### config.mk
export PLATFORM = sky130hd
export DESIGN_NAME = obstacle_spawn_sched_flat
export DESIGN_NICKNAME = d
export VERILOG_FILES = /design/src/rtl/obstacle_spawn_sched_if.sv /design/src/rtl/obstacle_spawn_sched.sv /design/src/flat_wrapper.sv
export SDC_FILE = /design/constraint.sdc
export NUM_CORES = 1
export LEC_CHECK = 0
export ABC_AREA = 1
export BUFFER_PORTS_ARGS = -buffer_cell sky130_fd_sc_hd__buf_2
export CORE_UTILIZATION = 47
export CTS_CLUSTER_SIZE = 30
export DETAILED_ROUTE_END_ITERATION = 6
export PLACE_DENSITY = 0.71
export SLEW_MARGIN = 25
export SYNTH_ARGS = -nofsm -noshare
export SYNTH_HDL_FRONTEND = slang
export SYNTH_SLANG_ARGS = --single-unit
### constraint.sdc
create_clock -name clk -period 1.6 [get_ports clk]
set_input_delay 0.4 -clock clk [delete_from_list [all_inputs] [get_ports clk]]
set_output_delay 0.4 -clock clk [all_outputs]
set_load 0.01 [all_outputs]
### src/rtl/obstacle_spawn_sched_if.sv
// Gap-counter and renderer handshake bundle for the obstacle spawn scheduler.
// master = scheduler side, slave = counter/renderer side.
interface obstacle_spawn_sched_if #(
  parameter int BITS = 9
);
  logic [BITS-1:0] cnt_val;
  logic            cnt_load;
  logic [BITS-1:0] cnt_data;
  logic            spawn_valid;
  logic            spawn_ready;
  logic [1:0]      spawn_type;

  modport master (
    input  cnt_val,
    input  spawn_ready,
    output cnt_load,
    output cnt_data,
    output spawn_valid,
    output spawn_type
  );

  modport slave (
    output cnt_val,
    output spawn_ready,
    input  cnt_load,
    input  cnt_data,
    input  spawn_valid,
    input  spawn_type
  );
endinterface

### src/rtl/obstacle_spawn_sched.sv
// Dino-game obstacle spawn scheduler: LFSR gap, counter load, spawn handshake.
// SPAWN_BIRD_EN defined lets type 11 (bird) through; otherwise it maps to 10.
module obstacle_spawn_sched #(
  parameter int          BITS    = 9,
  parameter int          MIN_GAP = 64,
  parameter logic [15:0] SEED    = 16'hACE1
) (
  input  logic                  clk,
  input  logic                  rst,
  input  logic                  game_run,
  input  logic [1:0]            speed,
  obstacle_spawn_sched_if.master bus,
  output logic [7:0]            spawn_count
);

  typedef enum logic [2:0] {
    IDLE,
    LOAD,
    WAIT,
    COUNT,
    SPAWN
  } state_t;

  localparam logic [BITS:0] MIN_W = (BITS+1)'(MIN_GAP);

  state_t          state_q, state_d;
  logic [15:0]     lfsr_q, lfsr_d;
  logic            zero_q;
  logic            cnt_load_q;
  logic [BITS-1:0] cnt_data_q;
  logic            spawn_valid_q;
  logic [1:0]      type_q, type_d;
  logic [7:0]      count_q;
  logic [BITS:0]   rnd;
  logic [BITS:0]   sum;
  logic [BITS-1:0] gap;
  logic            accept;

  // Gap, LFSR step and type mapping from the current LFSR value
  always_comb begin
    rnd    = {2'b00, lfsr_q[BITS-2:0]} >> speed;
    sum    = MIN_W + rnd;
    gap    = sum[BITS] ? '1 : sum[BITS-1:0];
    lfsr_d = {1'b0, lfsr_q[15:1]}
           ^ (lfsr_q[0] ? 16'hB400 : 16'h0000);
`ifdef SPAWN_BIRD_EN
    type_d = lfsr_q[15:14];
`else
    type_d = (lfsr_q[15:14] == 2'b11) ? 2'b10
                                      : lfsr_q[15:14];
`endif
    accept = (state_q == SPAWN) && spawn_valid_q
           && bus.spawn_ready;
  end

  // Next-state logic; dropping game_run always idles
  always_comb begin
    state_d = state_q;
    if (!game_run) begin
      state_d = IDLE;
    end else begin
      unique case (state_q)
        IDLE:    state_d = LOAD;
        LOAD:    state_d = WAIT;
        WAIT:    state_d = COUNT;
        COUNT:   if (zero_q) state_d = SPAWN;
        SPAWN:   if (accept) state_d = LOAD;
        default: state_d = IDLE;
      endcase
    end
  end

  // State register and registered zero sample of the counter
  always_ff @(posedge clk) begin
    if (rst) begin
      state_q <= IDLE;
      zero_q  <= 1'b0;
    end else begin
      state_q <= state_d;
      zero_q  <= (bus.cnt_val == '0);
    end
  end

  // LFSR advances once per load, never reseeded outside reset
  always_ff @(posedge clk) begin
    if (rst) begin
      lfsr_q <= SEED;
    end else if (state_q == LOAD) begin
      lfsr_q <= lfsr_d;
    end
  end

  // Outputs registered from the next state so they align with it
  always_ff @(posedge clk) begin
    if (rst) begin
      cnt_load_q    <= 1'b0;
      cnt_data_q    <= '0;
      spawn_valid_q <= 1'b0;
      type_q        <= 2'b00;
    end else begin
      cnt_load_q    <= (state_d == LOAD);
      spawn_valid_q <= (state_d == SPAWN);
      if (state_d == LOAD) begin
        cnt_data_q <= gap;
        type_q     <= type_d;
      end
    end
  end

  // Accepted-obstacle counter, cleared on game start, saturating
  always_ff @(posedge clk) begin
    if (rst) begin
      count_q <= 8'd0;
    end else if (state_q == IDLE && state_d == LOAD) begin
      count_q <= 8'd0;
    end else if (accept && state_d == LOAD
                 && count_q != 8'hFF) begin
      count_q <= count_q + 8'd1;
    end
  end

  assign bus.cnt_load    = cnt_load_q;
  assign bus.cnt_data    = cnt_data_q;
  assign bus.spawn_valid = spawn_valid_q;
  assign bus.spawn_type  = type_q;
  assign spawn_count     = count_q;

endmodule

### src/flat_wrapper.sv
// flat-port wrapper written by rule: the top's interface ports become plain ports
module obstacle_spawn_sched_flat 
#(
  parameter int          BITS    = 9,
  parameter int          MIN_GAP = 64,
  parameter logic [15:0] SEED    = 16'hACE1
)
  (clk, rst, game_run, speed, spawn_count, bus_cnt_val, bus_spawn_ready, bus_cnt_load, bus_cnt_data, bus_spawn_valid, bus_spawn_type);
  obstacle_spawn_sched_if #(.BITS(BITS)) bus_i ();
  input  logic clk;
  input  logic rst;
  input  logic game_run;
  input  logic [1:0] speed;
  output logic [7:0] spawn_count;
  input wire logic [$bits(bus_i.cnt_val)-1:0] bus_cnt_val;
  input wire logic [$bits(bus_i.spawn_ready)-1:0] bus_spawn_ready;
  output wire logic [$bits(bus_i.cnt_load)-1:0] bus_cnt_load;
  output wire logic [$bits(bus_i.cnt_data)-1:0] bus_cnt_data;
  output wire logic [$bits(bus_i.spawn_valid)-1:0] bus_spawn_valid;
  output wire logic [$bits(bus_i.spawn_type)-1:0] bus_spawn_type;
  assign bus_i.cnt_val = bus_cnt_val;
  assign bus_i.spawn_ready = bus_spawn_ready;
  assign bus_cnt_load = bus_i.cnt_load;
  assign bus_cnt_data = bus_i.cnt_data;
  assign bus_spawn_valid = bus_i.spawn_valid;
  assign bus_spawn_type = bus_i.spawn_type;
  obstacle_spawn_sched #(.BITS(BITS), .MIN_GAP(MIN_GAP), .SEED(SEED)) u_core (.clk(clk), .rst(rst), .game_run(game_run), .speed(speed), .bus(bus_i), .spawn_count(spawn_count));
endmodule
==> results.sh <==
export IMPL_outcome="completed"
export IMPL_wirelength_um=3716
export IMPL_rows=22
export IMPL_gp_congestion=0.7994
export IMPL_pwr_density_cell_nw_per_um2=984.8
export IMPL_crit_path_start_kind="flip-flop"
export IMPL_die_h_um=65.07
export IMPL_hold_viol=0
export IMPL_ys_types=29
export IMPL_tightest_slew_ns=0.4343
export IMPL_fillers=369
export IMPL_yosysWarnings=0
export IMPL_layout_nets=308
export IMPL_clock_path_buffers=2
export IMPL_hp_class="in2reg"
export IMPL_cp_data_required_time_ns=1.78
export IMPL_syn2layout_area_growth_pct=20.68
export IMPL_coreArea_um2=3744
export IMPL_p_total_mw=2.222
export IMPL_slew_headroom_pct=71.02
export IMPL_crit_start="u_core.state_q[1]$_SDFF_PP0_"
export IMPL_finalSetupTns_ns=0
export IMPL_cts_made_buffers=5
export IMPL_timing_fmax_mhz=682.6
export IMPL_hold_path_end="u_core.zero_q$_SDFF_PP0_"
export IMPL_endpoint_kind="flip-flop"
export IMPL_syn_inst=248
export IMPL_antenna_left=0
export IMPL_cts_sinks=41
export IMPL_num_io_pins=36
export IMPL_reg2reg_slack_ns=0.13
export IMPL_grt_total_usage_pct=19.39
export IMPL_final_core_util_pct=60.26
export IMPL_drc=0
export IMPL_slew_viol_final=0
export IMPL_path_class="reg2reg"
export IMPL_start_util_pct=49.93
export IMPL_critPathArrivalTime_ns=1.64
export IMPL_final_area_um2=2256
export IMPL_grt_pass1_wl_um=6320
export IMPL_drt_pass1_iterations=4
export IMPL_yosys_register_bits=41
export IMPL_peakVddDrop_mv=0.6722
export IMPL_yosysSeqAreaShare_pct=43.91
export IMPL_grt_overflow=0
export IMPL_dpl_hpwl_um=2684
export IMPL_syn_area_um2=1869
export IMPL_clock_skew_ns=0.004246
export IMPL_p_leak_nw=1.010
export IMPL_synth_nets=265
export IMPL_cap_viol_max_count=0
export IMPL_dpl_instance_area_um2=2115
export IMPL_ctsHoldBuffers=0
export IMPL_post_drt_wl_per_cell_um=10.93
export IMPL_finalSetupViolCount=0
export IMPL_r2r_start="u_core.state_q[1]$_SDFF_PP0_"
export IMPL_hold_depth=2
export IMPL_grt_pass1_vias=1455
export IMPL_worstRegToRegCells=8
export IMPL_clkLatencyLatePin_ns=0.29
export IMPL_final_min_clock_period_ns=1.465
export IMPL_antenna_found_initial=0
export IMPL_port_buffers=35
export IMPL_avgViaCountPerCell=5.035
export IMPL_tritoncts="built"
export IMPL_layoutNonFillerInstCount=340
export IMPL_die_w_um=65.07
export IMPL_reg2reg_to="u_core.bus.cnt_data[1]$_SDFFE_PP0N_"
export IMPL_antenna_cells=0
export IMPL_grt_max_degree=21
export IMPL_rsz0062_at_grt="false"
export IMPL_clk_pin_slew_ns=0.08
export IMPL_vias=1712
export IMPL_drive_gt1_share_pct=22.26
export IMPL_h_tree_depth=2
export IMPL_syn_mean_instance_area_um2=7.537
export IMPL_final_period_utilization_pct=91.57
export IMPL_cp_max_fo=8
export IMPL_fp_dieArea_um2=4233
export IMPL_clockRootBuffer="clkbuf_8"
export IMPL_dp_cells=329
export IMPL_min_delay_start="bus_cnt_val[8]"
export IMPL_drtIter0Drc=82
cell usage after synthesis:
| library cell | instances | area (um^2) |
|---|---|---|
| o22ai_1 | 1 | 6.260 |
| ha_1 | 2 | 25.02 |
| xnor2_1 | 5 | 43.79 |
| a21oi_1 | 29 | 145.1 |
| nand3_1 | 12 | 60.06 |
| nor2_1 | 31 | 116.4 |
| nand3_2 | 1 | 10.01 |
| nand2_2 | 4 | 25.02 |
| inv_1 | 26 | 97.59 |
| buf_4 | 1 | 7.510 |
| o21ai_0 | 32 | 160.2 |
| or2_0 | 1 | 6.260 |
| buf_6 | 1 | 11.26 |
| xor2_1 | 3 | 26.28 |
| buf_2 | 1 | 5.000 |
| nand2_1 | 29 | 108.9 |
| dfxtp_1 | 41 | 820.8 |
| a211oi_1 | 1 | 7.510 |
| o21bai_1 | 4 | 30.03 |
| nor3_1 | 3 | 15.01 |
| nand3_4 | 1 | 17.52 |
| nor4_1 | 2 | 12.51 |
| a21oi_2 | 1 | 8.760 |
| nand4_1 | 3 | 18.77 |
| clkbuf_1 | 7 | 26.28 |
| inv_2 | 1 | 3.750 |
| nor2_4 | 2 | 22.52 |
| o211ai_1 | 2 | 15.01 |
| o21ai_4 | 1 | 16.27 |
critical path, stage by stage, from the launching register on:
cell,delay (ns)
dfxtp_1,0.40
inv_1,0.06
nand2_1,0.07
nand3_1,0.10
nand2_2,0.13
nand3_4,0.14
buf_4,0.19
o21ai_0,0.20
a21oi_1,0.07
cell usage in the layout (no fill, tap or decap), types with 2 or more instances in the layout:
cell type | Yosys | routed
xnor2_1 | 5 | 5
ha_1 | 2 | 2
buf_4 | 1 | 11
nor2_4 | 2 | 2
o21bai_1 | 4 | 4
dfxtp_1 | 41 | 41
clkbuf_8 | 0 | 6
nand2_2 | 4 | 4
o211ai_1 | 2 | 2
nor4_1 | 2 | 2
nor3_1 | 3 | 3
buf_2 | 1 | 35
nand4_1 | 3 | 3
xor2_1 | 3 | 3
o21ai_0 | 32 | 32
inv_1 | 26 | 26
a21oi_1 | 29 | 29
nand2_1 | 29 | 29
nor2_1 | 31 | 30
nand3_1 | 12 | 12
power by group:
| group | switching (mW) | internal, mW |
|---|---|---|
| clock | 0.351 | 0.509 |
| combinational | 0.149 | 0.105 |
| sequential | 0.0331 | 1.07 |
metrics by stage:
stage	setup slack, ns	hold WS (ns)
2_1_floorplan	0.1872	0.4368
3_3_place_gp	0.09898	0.4291
3_5_place_dp	0.05082	0.4362
4_1_cts	0.1157	0.2541
5_1_grt	0.01527	0.2708
6_report	0.1350	0.2611
layer usage:
layer  up-vias  wire length [um]  GRT usage (%)
li1        908                 -              -
met1       761              1855          24.97
met5         -                 0              0
met3         4               145          4.225
met2        39              1662          31.12
met4         0                53          8.152
flip-flops by register name (all words and copies together), names as in the netlist:
| signal | flops |
|---|---|
| u_core.lfsr_q | 16 |
| u_core.bus.cnt_data | 9 |
| u_core.spawn_count | 8 |
| u_core.state_q | 3 |
| u_core.bus.spawn_type | 2 |
| u_core.bus.cnt_load | 1 |
| u_core.bus.spawn_valid | 1 |
| u_core.zero_q | 1 |
kinds of logic (layout without fill, tap and decap cells):
| logic type | count (synthesis) | in the layout | synth area share (%) |
|---|---|---|---|
| AOI/OAI and AO/OA | 71 | 71 | 20.82 |
| xor gates and xnor gates | 8 | 8 | 3.748 |
| adders and majority gates | 2 | 2 | 1.338 |
| buffers and inverters | 37 | 81 | 8.099 |
| DFF | 41 | 41 | 43.91 |
| and+or+nand+nor | 89 | 89 | 22.09 |
cell type report:
class	count	area [um^2]	area share [%]
sequential	41	820.8	36.38
clock inverter	1	30.03	1.331
inverter	27	101.3	4.493
tap	48	60.06	2.662
timing repair buffer	46	257.7	11.43
clock buffer	7	86.33	3.827
multi-input combinational	170	899.6	39.88
worst max path at each step:
stage,to,slack [ns],cells past startpoint
3_5_place_dp,u_core.spawn_count[6]$_SDFFE_PP0P_,0.05,10
6_report,u_core.bus.cnt_data[1]$_SDFFE_PP0N_,0.13,8
5_1_grt,u_core.spawn_count[7]$_SDFFE_PP0P_,0.02,8
2_1_floorplan,u_core.spawn_count[0]$_SDFFE_PP0P_,0.19,6
4_1_cts,u_core.spawn_count[6]$_SDFFE_PP0P_,0.12,9
3_3_place_gp,u_core.spawn_count[6]$_SDFFE_PP0P_,0.1,10
timing repair:
item	CTS	global route
gates resized for setup	0	1
endpoints found under the setup margin	0	7
setup buffers	0	3
hold endpoints to repair	0	0
(Power assumes the default switching activity.)
